--- src/rtl/ssd_scan_driver.sv ---
// Time-multiplexed seven-segment scan driver with frame-synchronous digit load and blink.
// Optional build macro SSD_LEADING_ZERO_BLANK_EN blanks leading zero digits.
module ssd_scan_driver #(
  parameter int NUM_DIGITS   = 4,
  parameter int BLINK_FRAMES = 125
) (
  input  logic                    clk,
  input  logic                    reset,
  input  logic                    scanTick,
  input  logic [4*NUM_DIGITS-1:0] digitsIn,
  input  logic [NUM_DIGITS-1:0]   dpIn,
  input  logic                    blinkEn,
  input  logic                    loadReq,
  output logic                    loadAck,
  output logic                    frameStart,
  output logic [6:0]              ssdCathode,
  output logic                    ssdDp,
  output logic [7:0]              ssdAnode
);

  localparam int IDX_W   = (NUM_DIGITS > 1) ? $clog2(NUM_DIGITS) : 1;
  localparam int BLINK_W = (BLINK_FRAMES > 1) ? $clog2(BLINK_FRAMES) : 1;
  localparam logic [IDX_W-1:0]   LAST_IDX   = IDX_W'(NUM_DIGITS - 1);
  localparam logic [BLINK_W-1:0] LAST_BLINK = BLINK_W'(BLINK_FRAMES - 1);

  typedef enum logic {
    ST_IDLE,
    ST_SCAN
  } state_e;

  state_e                  state_q, state_d;
  logic [IDX_W-1:0]        index_q, index_d;
  logic [4*NUM_DIGITS-1:0] digits_q, digits_d;
  logic [NUM_DIGITS-1:0]   dp_q, dp_d;
  logic                    acked_q, acked_d;
  logic [BLINK_W-1:0]      blink_cnt_q, blink_cnt_d;
  logic                    blink_off_q, blink_off_d;

  logic                    load_ack_q, frame_start_q;
  logic [6:0]              cathode_q, cathode_d;
  logic                    ssd_dp_q, ssd_dp_d;
  logic [7:0]              anode_q, anode_d;

  logic                    boundary;
  logic                    load_fire;
  logic [3:0]              sel_code;
  logic                    sel_dp;
  logic                    blank;
`ifdef SSD_LEADING_ZERO_BLANK_EN
  logic                    all_zero;
`endif

  function automatic logic [6:0] hex_glyph(input logic [3:0] code);
    logic [6:0] seg;
    case (code)
      4'h0:    seg = 7'h40;
      4'h1:    seg = 7'h79;
      4'h2:    seg = 7'h24;
      4'h3:    seg = 7'h30;
      4'h4:    seg = 7'h19;
      4'h5:    seg = 7'h12;
      4'h6:    seg = 7'h02;
      4'h7:    seg = 7'h78;
      4'h8:    seg = 7'h00;
      4'h9:    seg = 7'h10;
      4'hA:    seg = 7'h08;
      4'hB:    seg = 7'h03;
      4'hC:    seg = 7'h46;
      4'hD:    seg = 7'h21;
      4'hE:    seg = 7'h06;
      default: seg = 7'h0E;
    endcase
    return seg;
  endfunction

  // Scan sequencing: the IDLE->SCAN tick and every wrap to digit 0 start a frame.
  always_comb begin
    // NOTE: every combinational output gets a default first so no path leaves it unassigned (no latch).
    state_d  = state_q;
    index_d  = index_q;
    boundary = 1'b0;
    if (scanTick) begin
      case (state_q)
        ST_IDLE: begin
          state_d  = ST_SCAN;
          index_d  = '0;
          boundary = 1'b1;
        end
        default: begin
          if (index_q == LAST_IDX) begin
            index_d  = '0;
            boundary = 1'b1;
          end else begin
            index_d = index_q + 1'b1;
          end
        end
      endcase
    end
  end

  // A held request is served once; a new one needs loadReq to drop first.
  always_comb begin
    load_fire = boundary && loadReq && !acked_q;
    digits_d  = load_fire ? digitsIn : digits_q;
    dp_d      = load_fire ? dpIn : dp_q;
    if (!loadReq) begin
      acked_d = 1'b0;
    end else if (load_fire) begin
      acked_d = 1'b1;
    end else begin
      acked_d = acked_q;
    end
  end

  always_comb begin
    blink_cnt_d = blink_cnt_q;
    blink_off_d = blink_off_q;
    if (!blinkEn) begin
      blink_cnt_d = '0;
      blink_off_d = 1'b0;
    end else if (boundary) begin
      if (blink_cnt_q == LAST_BLINK) begin
        blink_cnt_d = '0;
        blink_off_d = ~blink_off_q;
      end else begin
        blink_cnt_d = blink_cnt_q + 1'b1;
      end
    end
  end

  // Output image is built from next-state values so a capture shows on digit 0 immediately.
  always_comb begin
    sel_code = 4'h0;
    sel_dp   = 1'b0;
    blank    = 1'b0;
    for (int i = 0; i < NUM_DIGITS; i++) begin
      if (index_d == IDX_W'(i)) begin
        sel_code = digits_d[4*i +: 4];
        sel_dp   = dp_d[i];
      end
    end
`ifdef SSD_LEADING_ZERO_BLANK_EN
    all_zero = 1'b1;
    for (int i = NUM_DIGITS - 1; i > 0; i--) begin
      all_zero = all_zero && (digits_d[4*i +: 4] == 4'h0);
      if (index_d == IDX_W'(i)) begin
        blank = all_zero;
      end
    end
`else
    blank = 1'b0;
`endif
    cathode_d = blank ? 7'h7F : hex_glyph(sel_code);
    ssd_dp_d  = ~sel_dp;
    anode_d   = blink_off_d ? 8'hFF : ~(8'h01 << index_d);
  end

  always_ff @(posedge clk) begin
    // NOTE: sequential state uses non-blocking assignments so every register samples pre-edge values.
    if (reset) begin
      state_q       <= ST_IDLE;
      index_q       <= '0;
      digits_q      <= '0;
      dp_q          <= '0;
      acked_q       <= 1'b0;
      blink_cnt_q   <= '0;
      blink_off_q   <= 1'b0;
      load_ack_q    <= 1'b0;
      frame_start_q <= 1'b0;
    end else begin
      state_q       <= state_d;
      index_q       <= index_d;
      digits_q      <= digits_d;
      dp_q          <= dp_d;
      acked_q       <= acked_d;
      blink_cnt_q   <= blink_cnt_d;
      blink_off_q   <= blink_off_d;
      load_ack_q    <= load_fire;
      frame_start_q <= boundary;
    end
  end

  // Display registers change only on a tick so each digit holds for a full slot.
  always_ff @(posedge clk) begin
    if (reset) begin
      cathode_q <= 7'h7F;
      ssd_dp_q  <= 1'b1;
      anode_q   <= 8'hFF;
    end else if (scanTick) begin
      cathode_q <= cathode_d;
      ssd_dp_q  <= ssd_dp_d;
      anode_q   <= anode_d;
    end
  end

  assign loadAck    = load_ack_q;
  assign frameStart = frame_start_q;
  assign ssdCathode = cathode_q;
  assign ssdDp      = ssd_dp_q;
  assign ssdAnode   = anode_q;

endmodule

--- config.mk ---
export PLATFORM = sky130hd
export DESIGN_NAME = ssd_scan_driver
export DESIGN_NICKNAME = d
export VERILOG_FILES = /design/src/rtl/ssd_scan_driver.sv
export SDC_FILE = /design/constraint.sdc
export NUM_CORES = 1
export LEC_CHECK = 0
export ABC_AREA = 1
export BUFFER_PORTS_ARGS = -buffer_cell sky130_fd_sc_hd__buf_4
export CELL_PAD_IN_SITES_DETAIL_PLACEMENT = 1
export CELL_PAD_IN_SITES_GLOBAL_PLACEMENT = 1
export CORE_MARGIN = 2
export CORE_UTILIZATION = 30
export CTS_BUF_LIST = sky130_fd_sc_hd__clkbuf_8
export CTS_CLUSTER_SIZE = 25
export DETAILED_ROUTE_END_ITERATION = 12
export PLACE_DENSITY_LB_ADDON = 0.1
export SYNTH_ARGS = -nofsm -noshare
export SYNTH_HDL_FRONTEND = slang
export SYNTH_SLANG_ARGS = --single-unit
--- constraint.sdc ---
create_clock -name clk -period 3.1 [get_ports clk]
set_input_delay 0.465 -clock clk [delete_from_list [all_inputs] [get_ports clk]]
set_output_delay 0.465 -clock clk [all_outputs]
set_load 0.02 [all_outputs]
==> run summary <==
status = completed
Critical Path RT = 3.30 ns
initial DRC count = 43
Final Hold Vio Count = 0
initial antenna violation count = 0
worst setup path class = reg -> reg
PwrDens = 467.4 nW/µm²
Root Driver = clkbuf_8
pin count of the biggest net entering global routing = 37
Gate power share = 0.206
clock sinks = 46
Pwr Total = 1.367 mW
Num CTS Buffers = 5
final setup fails = 0
gr usage total = 0.1534
max-cap viol count = 0
GR Overflow Total = 0
reg-to-reg slack, setup = 0.64 ns
crit path max fanout = 12
Worst-path clk slew = 0.09 ns
Netlist Area Pre-Place = 2457 µm²
Die ar. = 8931 µm²
initial core utilization = 0.3036
Synth Warn # = 0
number of global-route vias before repair = 2202
Port Buffers = 38
Net count, final = 401
Clock Path Buffers = 2
static leakage = 1.350 nW
H-tree levels = 2
Die Y = 94.51 µm
Non-Filler Instances = 473
Period minus WS final = 2.462 ns
Flop pwr share = 0.464
sequential fraction of the synthesis area = 0.3747
Synth Register Bits = 46
final setup TNS = 0 ns
core area = 8093 µm²
clock power share = 0.331
width of the die = 94.51 µm
Post-CTS Hold Buffers = 0
post-cts gate resize count = 0
Post-CTS Setup Bufs = 0
first-pass GRT wire length = 10.70 mm
CP Launch Type = flop
Cell Rows = 33
DR vias = 2176
CTS tree = built
post-synthesis area per instance = 7.424 µm²
Ant. Diodes = 0
Syn Inst Count = 331
post-DP HPWL = 4.832 mm
filler cell count = 1047
DRC viols = 0
NetSw = 405.6 µW
RSZ-0062 raised after global routing = no
wire per inst = 13.56 µm
Via-to-Cell Ratio = 4.600
fmax = 406.3 MHz
Final Skew = 0.004990 ns
clk_lat worst skew = 0.30 ns
top cell type's share of synthesized area = 0.3747
worst min path class = in -> reg
internal power = 961.0 µW
Netlist cell types = 35
layout cells sized above 1 = 0.2391
drt pass-1 iters = 4
Detail Route Antenna Nets = 0
Slew Limit Fails = 0
final period utilization = 0.7940
Placed Instances = 465
worst vdd ir = 185.3 µV
Final Routed Wirelength = 6.414 mm
Layout area overhead = 18.99%
dominant cell type by area after synthesis = dfxtp_1
Sw Share = 0.2968
top cells by area, synth = dfxtp_1 (37%), nand2_1 (12%), a21oi_1 (5.7%)
I/O pins = 43
Worst Setup End Kind = flop
RePlAce Congestion = 0.9000
worst path arrival time = 2.66 ns
-- cells by family after synthesis --
family	after synthesis	share of synthesized area
buffers and inverters	52	0.09471
muxes	2	0.008147
xor gates and xnor gates	1	0.003565
DFF	46	0.3747
AOI/OAI and AO/OA	46	0.09827
and+or+nand+nor	174	0.3732
other	1	0.001526
adders and majority gates	9	0.04583
-- layout by cell type (no fill, tap or decap), types with 3 or more instances in the layout --
cell type	Yosys	routed
a21oi_1	28	28
inv_1	30	31
nand2_1	81	81
nor3_1	6	6
inv_2	7	7
nand3_2	3	3
dfxtp_1	46	46
nand3_1	24	24
nor2_1	26	26
ha_1	9	9
clkbuf_8	0	5
nand2_4	7	7
nand2_2	11	11
conb_1	1	4
nand4_1	3	3
o21ai_1	7	7
buf_4	5	41
o21ai_0	7	7
-- worst paths after layout --
check                              from                           to  cells after the start
min reg2reg  ssdCathode[1]$_SDFFE_PP1P_   ssdCathode[1]$_SDFFE_PP1P_                      2
min                             blinkEn  blink_cnt_q[1]$_SDFFE_PP0N_                      3
max reg2reg       index_q[0]$_SDFF_PP0_   ssdCathode[3]$_SDFFE_PP1P_                     17
max               index_q[0]$_SDFF_PP0_   ssdCathode[3]$_SDFFE_PP1P_                     17
-- final cells by class --
type                       count  area (µm²)  share of cell area
timing repair buffer          41       307.8              0.1053
sequential                    46       920.9              0.3149
tap                          105       131.4             0.04493
clock buffer                   5       68.82             0.02353
clock inverter                 3       41.29             0.01412
multi-input combinational    236        1315              0.4497
inverter                      37       138.9             0.04750
-- metal layers --
layer | track usage | vias up | part of all wire
li1 | - | 1121 | -
met1 | 0.2069 | 1021 | 0.50
met2 | 0.2554 | 30 | 0.46
met3 | 0.02474 | 4 | 0.031
met4 | 0.03986 | 0 | 0.0048
met5 | 0 | - | 0
-- sequential cells by signal, indices dropped and copies added, names as in the netlist --
signal / flops
digits_q: 16
acked_q: 1
ssdDp: 1
loadAck: 1
frameStart: 1
ssdAnode: 4
blink_cnt_q: 7
blink_off_q: 1
ssdCathode: 7
dp_q: 4
index_q: 2
state_q: 1
-- through the flow --
step	setup WS [ns]	cell area [µm²]	hold slack [ns]	util
after global placement	0.4906	2814	0.4571	0.3477
after floorplan	0.9847	2469	0.4486	-
after CTS	0.5979	2924	0.4143	0.3613
after global routing	0.3055	2924	0.4391	0.3613
after detailed placement	0.4216	2814	0.4615	0.3477
final	0.6385	2924	0.4341	0.3613
-- power by group through the flow --
stage               combinational [mW]  clock [mW]  sequential, mW
finish                           0.281       0.452           0.634
global route                     0.317       0.495           0.637
CTS                              0.286       0.478           0.634
detailed placement               0.285           0           0.648
global placement                 0.283           0           0.648
floorplan                        0.177           0           0.663
-- cells in the mapped netlist (all sizes together) --
master,n
nor3b,1
a21oi,28
a21boi,1
nand3,28
clkbuf,5
nand2,99
ha,9
a211oi,1
dfxtp,46
o211ai,1
nor4,1
buf,10
nand4,6
conb,1
mux2i,2
xor2,1
inv,37
nor3,7
nor2,32
o21ai,15
-- critical path, cell delays in order (launching register included) --
cell and delay [ns]:
dfxtp_1 0.40, ha_1 0.17, inv_1 0.04, nand2_2 0.17, nand2_4 0.14, inv_2 0.21
nand3_1 0.13, nand2_1 0.12, nand2_1 0.07, nand4_2 0.15, inv_1 0.11, ha_1 0.26
inv_1 0.08, nand3_1 0.07, nand3_1 0.08, nand2_1 0.05, nand2_1 0.05, nand2_1 0.04
Power figures use the tool's default switching activity.
